`config.mk`:
```
export PLATFORM = sky130hd
export DESIGN_NAME = instr_queue_decode
export DESIGN_NICKNAME = d
export VERILOG_FILES = /design/src/rtl/rv32i_types.sv /design/src/rtl/tomasula_types.sv /design/src/rtl/rv32i_decoder.sv /design/src/rtl/instr_queue_decode.sv
export SDC_FILE = /design/constraint.sdc
export NUM_CORES = 2
export LEC_CHECK = 0
export BUFFER_PORTS_ARGS = -buffer_cell sky130_fd_sc_hd__buf_2
export CORE_MARGIN = 2
export CORE_UTILIZATION = 33
export DETAILED_ROUTE_END_ITERATION = 8
export HOLD_SLACK_MARGIN = 0.08
export MAX_ROUTING_LAYER = met4
export PLACE_DENSITY = 0.51
export SLEW_MARGIN = 10
export SYNTH_ARGS = -nofsm -noshare
export SYNTH_HDL_FRONTEND = slang
export SYNTH_SLANG_ARGS = --single-unit
```
`constraint.sdc`:
```
create_clock -name clk -period 2.4 [get_ports clk]
set_input_delay 0.24 -clock clk [delete_from_list [all_inputs] [get_ports clk]]
set_output_delay 0.24 -clock clk [all_outputs]
set_load 0.01 [all_outputs]
```
`src/rtl/rv32i_types.sv`:
```
// RV32I encoding enumerations shared by the decoder and its consumers.
package rv32i_types;

  typedef enum logic [6:0] {
    op_lui   = 7'b0110111,
    op_auipc = 7'b0010111,
    op_jal   = 7'b1101111,
    op_jalr  = 7'b1100111,
    op_br    = 7'b1100011,
    op_load  = 7'b0000011,
    op_store = 7'b0100011,
    op_imm   = 7'b0010011,
    op_reg   = 7'b0110011,
    op_csr   = 7'b1110011
  } rv32i_opcode;

  typedef enum logic [2:0] {
    lb  = 3'b000,
    lh  = 3'b001,
    lw  = 3'b010,
    lbu = 3'b100,
    lhu = 3'b101
  } load_funct3_t;

  typedef enum logic [2:0] {
    f3_add  = 3'b000,
    f3_sll  = 3'b001,
    f3_slt  = 3'b010,
    f3_sltu = 3'b011,
    f3_xor  = 3'b100,
    f3_sr   = 3'b101,
    f3_or   = 3'b110,
    f3_and  = 3'b111
  } arith_funct3_t;

  typedef enum logic [2:0] {
    alu_add = 3'b000,
    alu_sll = 3'b001,
    alu_sra = 3'b010,
    alu_sub = 3'b011,
    alu_xor = 3'b100,
    alu_srl = 3'b101,
    alu_or  = 3'b110,
    alu_and = 3'b111
  } alu_ops;

  // funct3 -> ALU op for op_imm/op_reg; alt is instr[30].
  // Subtract only exists in register form, so addi with a negative
  // immediate (bit 30 set) must stay an add.
  function automatic alu_ops arith_to_alu(input logic [2:0] f3,
                                          input logic alt,
                                          input logic is_reg);
    alu_ops op;
    case (arith_funct3_t'(f3))
      f3_add:  op = (is_reg && alt) ? alu_sub : alu_add;
      f3_sll:  op = alu_sll;
      f3_slt:  op = alu_sub;
      f3_sltu: op = alu_sub;
      f3_xor:  op = alu_xor;
      f3_sr:   op = alt ? alu_sra : alu_srl;
      f3_or:   op = alu_or;
      f3_and:  op = alu_and;
      default: op = alu_add;
    endcase
    return op;
  endfunction

endpackage

```
`src/rtl/tomasula_types.sv`:
```
// Tomasulo pipeline shared types: decoded instruction-queue entry.
package tomasula_types;
  import rv32i_types::*;

  localparam int IQ_DEPTH = 8;

  typedef struct packed {
    logic [31:0] pc;
    logic [31:0] instr;
    rv32i_opcode opcode;
    logic [2:0]  funct3;
    logic [4:0]  rd;
    logic [4:0]  rs1;
    logic [4:0]  rs2;
    logic [31:0] imm;
    alu_ops      aluop;
    logic        illegal;
  } iq_entry_t;

endpackage

```
`src/rtl/rv32i_decoder.sv`:
```
// Combinational RV32I decoder: raw {pc, instr} to a decoded queue entry.
module rv32i_decoder
  import rv32i_types::*;
  import tomasula_types::*;
(
  input  logic [31:0] pc,
  input  logic [31:0] instr,
  output iq_entry_t   entry
);

  // Field extraction, immediate by format, ALU op and legality check.
  always_comb begin
    entry         = '0;
    entry.pc      = pc;
    entry.instr   = instr;
    entry.opcode  = rv32i_opcode'(instr[6:0]);
    entry.funct3  = instr[14:12];
    entry.rd      = instr[11:7];
    entry.rs1     = instr[19:15];
    entry.rs2     = instr[24:20];
    entry.aluop   = alu_add;
    entry.illegal = 1'b0;
    case (rv32i_opcode'(instr[6:0]))
      op_lui, op_auipc: entry.imm = {instr[31:12], 12'b0};
      op_jal:   entry.imm = {{11{instr[31]}}, instr[31], instr[19:12],
                             instr[20], instr[30:21], 1'b0};
      op_jalr:  entry.imm = {{20{instr[31]}}, instr[31:20]};
      op_load: begin
        entry.imm = {{20{instr[31]}}, instr[31:20]};
        case (load_funct3_t'(instr[14:12]))
          lb, lh, lw, lbu, lhu: entry.illegal = 1'b0;
          default:              entry.illegal = 1'b1;
        endcase
      end
      op_store: begin
        entry.imm     = {{20{instr[31]}}, instr[31:25], instr[11:7]};
        entry.illegal = (instr[14:12] > 3'd2);
      end
      op_br: begin
        entry.imm     = {{19{instr[31]}}, instr[31], instr[7], instr[30:25],
                         instr[11:8], 1'b0};
        entry.illegal = (instr[14:13] == 2'b01);
      end
      op_imm: begin
        entry.imm   = {{20{instr[31]}}, instr[31:20]};
        entry.aluop = arith_to_alu(instr[14:12], instr[30], 1'b0);
      end
      op_reg:   entry.aluop = arith_to_alu(instr[14:12], instr[30], 1'b1);
      op_csr:   entry.imm = '0;
      default:  entry.illegal = 1'b1;
    endcase
  end

endmodule

```
`src/rtl/instr_queue_decode.sv`:
```
// Circular instruction queue between fetch and dispatch, decoding on write.
module instr_queue_decode
  import rv32i_types::*;
  import tomasula_types::*;
#(
  parameter int DEPTH = IQ_DEPTH
) (
  input  logic                     clk,
  input  logic                     rst,
  input  logic                     flush,
  input  logic                     enq_valid,
  output logic                     enq_ready,
  input  logic [31:0]              enq_pc,
  input  logic [31:0]              enq_instr,
  output logic                     deq_valid,
  input  logic                     deq_ready,
  output logic [31:0]              deq_pc,
  output logic [31:0]              deq_instr,
  output logic [6:0]               deq_opcode,
  output logic [2:0]               deq_funct3,
  output logic [4:0]               deq_rd,
  output logic [4:0]               deq_rs1,
  output logic [4:0]               deq_rs2,
  output logic [31:0]              deq_imm,
  output logic [2:0]               deq_aluop,
  output logic                     deq_illegal,
  output logic [$clog2(DEPTH):0]   count
);

  localparam int PTR_W = $clog2(DEPTH);
  localparam int CNT_W = PTR_W + 1;

  iq_entry_t        mem [DEPTH];
  iq_entry_t        dec;
  iq_entry_t        head;
  logic [PTR_W-1:0] wr_ptr, rd_ptr;
  logic             enq_fire, deq_fire;

  rv32i_decoder u_dec (
    .pc    (enq_pc),
    .instr (enq_instr),
    .entry (dec)
  );

  // Ready/valid depend only on occupancy, never on the other side's handshake.
  assign enq_ready = (count < CNT_W'(DEPTH));
  assign deq_valid = (count != '0);
  assign enq_fire  = enq_valid & enq_ready;
  assign deq_fire  = deq_valid & deq_ready;

  // Pointers and occupancy; flush wins over any handshake in the same cycle.
  always_ff @(posedge clk or negedge rst) begin
    if (!rst) begin
      wr_ptr <= '0;
      rd_ptr <= '0;
      count  <= '0;
    end else if (flush) begin
      wr_ptr <= '0;
      rd_ptr <= '0;
      count  <= '0;
    end else begin
      if (enq_fire) wr_ptr <= wr_ptr + 1'b1;
      if (deq_fire) rd_ptr <= rd_ptr + 1'b1;
      case ({enq_fire, deq_fire})
        2'b10:   count <= count + 1'b1;
        2'b01:   count <= count - 1'b1;
        default: count <= count;
      endcase
    end
  end

  // Entry storage; the decoded word is captured at wr_ptr on enqueue.
  always_ff @(posedge clk or negedge rst) begin
    if (!rst) begin
      for (int i = 0; i < DEPTH; i++) mem[i] <= '0;
    end else if (enq_fire && !flush) begin
      mem[wr_ptr] <= dec;
    end
  end

  // Head fields straight from storage: no enqueue bypass.
  assign head        = mem[rd_ptr];
  assign deq_pc      = head.pc;
  assign deq_instr   = head.instr;
  assign deq_opcode  = head.opcode;
  assign deq_funct3  = head.funct3;
  assign deq_rd      = head.rd;
  assign deq_rs1     = head.rs1;
  assign deq_rs2     = head.rs2;
  assign deq_imm     = head.imm;
  assign deq_aluop   = head.aluop;
  assign deq_illegal = head.illegal;

endmodule

```
==> metrics.log <==
INFO  metric ys_seq_elements = 810
INFO  metric ant_nets = 0
INFO  metric synth_largest_area_cell = sky130_fd_sc_hd__dfrtp_1
INFO  metric number_of_cts_inserted_buffers = 96
INFO  metric start_util = 0.3316
INFO  metric clk_path_buf_depth = 3
INFO  metric final-setup-viol-count = 125
INFO  metric ys_seq_area_frac = 0.5539
INFO  metric timing_worst_setup_path_type = flop to primary output
INFO  metric num-nets-final = 3909
INFO  metric route.met3.wl = 6515 um
INFO  metric synth_area = 36600 um^2
INFO  metric die_ht = 337.0 um
INFO  metric grt_antenna_before_repair = 7
INFO  metric cts.htree.levels = 3
INFO  metric grt_util_all_layers = 0.2162
INFO  metric hold_viol = 0
INFO  metric hold_class = input port to asynchronous set/reset pin
INFO  metric port_buffers = 199
INFO  metric synth-compound-area-share = 0.05867
INFO  metric synth_adder_area_share = 0.001641
INFO  metric setup_repair_after_global_routing_missed_its_margin = true
INFO  metric crit_fanout = 13
INFO  metric area_growth_syn_to_layout = 22.30%
INFO  metric worstPathRequired = 2.16 ns
INFO  metric num_io_pins = 200
INFO  metric clock-skew-final = 0.02172 ns
INFO  metric global_route_total_overflow = 0
INFO  metric routed-via-count = 26.96k
INFO  metric critPathCaptureType = primary output
INFO  metric first_global_vias = 27.43k
INFO  metric slew_violations = 0
INFO  metric dieArea = 113600 um^2
INFO  metric routedLengthMet1 = 52670 um
INFO  metric routed_wire_length_per_instance = 21.76 um
INFO  metric multi_input_area = 15110 um^2
INFO  metric static-leakage-power = 0.02170 uW
INFO  metric fp.coreArea = 110400 um^2
INFO  metric postSynth.topFlopCell = sky130_fd_sc_hd__dfrtp_1
INFO  metric avgSynthCellArea = 10.10 um^2
INFO  metric total_power = 47450 uW
INFO  metric power-per-cell-area = 1060 nW/um^2
INFO  metric synth_enable_flop_cells = 0
INFO  metric run_status = finished, violations left
INFO  metric dp.final_hpwl = 69230 um
INFO  metric die_w = 337.0 um
INFO  metric worst_setup_hold_path_clk_slew = 0.06 ns
INFO  metric clock_tree_from_tritoncts = built
INFO  metric fin_crit_share = 1.179
INFO  metric clock_latency = 0.68 ns
INFO  metric synth_top_area_share = 0.5539
INFO  metric synthCells = 3625
INFO  metric timing.final.ws_setup = -0.4298 ns
INFO  metric worst-endpoint-arrival = 2.59 ns
INFO  metric violated_checks = setup timing
INFO  metric slew_headroom = 0.2967
INFO  metric remaining_drc_errors = 0
INFO  metric combinational_family_with_the_most_area_after_synthesis = simple AND/OR/NAND/NOR gates
INFO  metric gp_congestion = 0.7955
INFO  metric vias_per_cell = 4.982
INFO  metric cts.sink_count = 810
INFO  metric fin_crit = 2.830 ns
INFO  metric routed_wl = 117700 um
INFO  metric layoutNonFillerInstCount = 5411
INFO  metric synth_mux_area_frac = 0.1572
INFO  metric grt_pass1_wl = 179500 um
INFO  metric post_route_utilization = 0.4055
INFO  metric top_layer_used = met4
INFO  metric grt_start_max_net_pins = 126
INFO  metric layout.area.seq = 20280 um^2
INFO  metric synth_nets = 3698
INFO  metric worst_ir_drop_vdd = 832.0 uV
INFO  metric layout-drive-gt1-share = 0.2204
INFO  metric drt_pre_antenna_iters = 5
INFO  metric initial_detailed_routing_violation_count = 2076
INFO  metric synthSimpleGateAreaFrac = 0.1865
INFO  metric placed_cells = 5143
INFO  metric n_fill_cell = 10.71k
INFO  metric cts.root.buffer_cell = sky130_fd_sc_hd__clkbuf_16
INFO  metric cell_rows = 122
INFO  metric timing.critical_path.from_type = flop
INFO  metric synth_async_sr_flop_share = 1.000
INFO  metric fmax = 353.4 MHz
INFO  metric area_share_of_xor_xnor_cells_in_the_synthesized_design = 0.001197
INFO  metric synth_top_cells_by_area = sky130_fd_sc_hd__dfrtp_1, sky130_fd_sc_hd__nand2_1, sky130_fd_sc_hd__mux4_2
INFO  metric timing.max_cap.violations = 0
INFO  metric detailroute.wirelength.met2 = 55300 um
INFO  metric worst_case_hold_slack = 0.1285 ns
INFO  metric slew_at_the_pin_closest_to_its_max_slew_limit = 1.055 ns
INFO  metric number_of_warnings_issued_by_yosys = 0
INFO  metric synth_cell_type_count = 61
-- synthesized netlist by cell type, types with 3 or more instances --
master,number
sky130_fd_sc_hd__o21ai_0,278
sky130_fd_sc_hd__clkbuf_1,173
sky130_fd_sc_hd__o21ai_1,13
sky130_fd_sc_hd__a22oi_1,5
sky130_fd_sc_hd__xnor2_1,3
sky130_fd_sc_hd__nand2_1,1653
sky130_fd_sc_hd__a21oi_1,68
sky130_fd_sc_hd__nand2b_1,4
sky130_fd_sc_hd__ha_1,4
sky130_fd_sc_hd__buf_2,47
sky130_fd_sc_hd__inv_1,7
sky130_fd_sc_hd__mux2_2,109
sky130_fd_sc_hd__mux4_2,200
sky130_fd_sc_hd__and2_1,7
sky130_fd_sc_hd__nand3_1,3
sky130_fd_sc_hd__and3_1,4
sky130_fd_sc_hd__buf_4,57
sky130_fd_sc_hd__buf_1,38
sky130_fd_sc_hd__dfrtp_1,810
sky130_fd_sc_hd__a221oi_1,11
sky130_fd_sc_hd__nor2_1,82
-- cell type report --
type,instances,area share
Clock inverter,34,0.009002
Clock buffer,144,0.06374
Sequential cell,810,0.4531
Timing Repair Buffer,429,0.09393
Inverter,8,0.0006709
Tap cell,1488,0.04160
Antenna cell,7,0.0003914
Multi-Input combinational cell,2491,0.3375
-- kinds of logic after synthesis --
| group | after synthesis |
|---|---|
| AOI/OAI and AO/OA | 395 |
| xor gates and xnor gates | 5 |
| adders and majority gates | 5 |
| buffers and inverters | 324 |
| DFF | 810 |
| muxes | 311 |
| and+or+nand+nor | 1775 |
-- power breakdown --
part	switching, uW	internal, uW	total, uW
sequential	1380	16200	17600
clock	6150	8790	14900
combinational	7290	7660	15000
total	14800	32600	47500
-- cells in the final DEF, fill, tap and decap left out, types with 3 or more instances in the layout --
cell,synthesis,layout
sky130_fd_sc_hd__nand2b_1,4,4
sky130_fd_sc_hd__mux2_2,109,64
sky130_fd_sc_hd__nor2_1,82,82
sky130_fd_sc_hd__mux4_2,200,200
sky130_fd_sc_hd__clkinv_2,0,20
sky130_fd_sc_hd__mux2_4,0,45
sky130_fd_sc_hd__clkbuf_1,173,21
sky130_fd_sc_hd__clkbuf_16,0,98
sky130_fd_sc_hd__inv_1,7,7
sky130_fd_sc_hd__dfrtp_4,0,3
sky130_fd_sc_hd__buf_6,1,58
sky130_fd_sc_hd__buf_16,0,10
sky130_fd_sc_hd__dlygate4sd3_1,0,63
sky130_fd_sc_hd__a21oi_1,68,68
sky130_fd_sc_hd__a22oi_1,5,5
sky130_fd_sc_hd__ha_1,4,4
sky130_fd_sc_hd__buf_4,57,95
sky130_fd_sc_hd__clkinv_8,0,4
sky130_fd_sc_hd__and3_4,1,3
sky130_fd_sc_hd__a221oi_1,11,11
sky130_fd_sc_hd__nand2_1,1653,1647
sky130_fd_sc_hd__dfrtp_1,810,807
sky130_fd_sc_hd__o21ai_0,278,278
sky130_fd_sc_hd__diode_2,0,7
sky130_fd_sc_hd__clkbuf_8,0,27
sky130_fd_sc_hd__buf_12,0,54
sky130_fd_sc_hd__and2_4,0,6
sky130_fd_sc_hd__buf_2,47,144
sky130_fd_sc_hd__bufinv_16,0,5
sky130_fd_sc_hd__xnor2_1,3,3
sky130_fd_sc_hd__o21ai_1,13,13
sky130_fd_sc_hd__nand2_4,0,6
-- per-stage QoR --
step / cell area [um^2] / setup WS (ns) / TNS (ns)
5_1_grt: 44750 / -0.5146 / -56.19
3_3_place_gp: 39920 / 0.1305 / 0
3_5_place_dp: 39920 / 0.08351 / 0
4_1_cts: 44420 / -0.4950 / -53.50
6_report: 44760 / -0.4298 / -44.57
2_1_floorplan: 36600 / 0.1511 / 0
-- worst paths after layout --
path	endpoint	cells past startpoint	from	slack, ns
hold reg to reg	mem[101]	2	mem[101]	0.47
min in group clk	mem[699]	3	enq_instr[13]	0.14
setup / recovery	deq_imm[17]	5	rd_ptr[0]	-0.43
hold / removal	mem[638]	2	rst	0.13
setup reg to reg	count[3]	6	count[3]	0.25
max in group asynchronous	rd_ptr[2]	3	rst	1.31
-- layer usage --
metal,up-vias,global-route usage
li1,12390,-
met1,13770,0.2887
met2,646,0.3344
met3,158,0.04061
met4,0,0.06668
met5,-,-
-- critical path, stage by stage (launching register included) --
cell	delay (ns)
sky130_fd_sc_hd__dfrtp_4	0.48
sky130_fd_sc_hd__buf_12	0.19
sky130_fd_sc_hd__buf_12	0.19
sky130_fd_sc_hd__mux4_2	0.52
sky130_fd_sc_hd__mux2_2	0.34
sky130_fd_sc_hd__buf_2	0.16
-- repair_timing --
action / CTS / global route
buffers inserted: 10 / 0
gates resized for setup: 68 / 49
hold buffers: 63 / 0
gates cloned: 8 / 2
hold endpoints to repair: 934 / 0
endpoints found under the setup margin: 125 / 125
-- registers in the layout (all words and copies together), names as in the netlist --
signal,cells
wr_ptr,3
count,4
mem,800
rd_ptr,3
No activity file was read; power rests on OpenSTA's default activity.
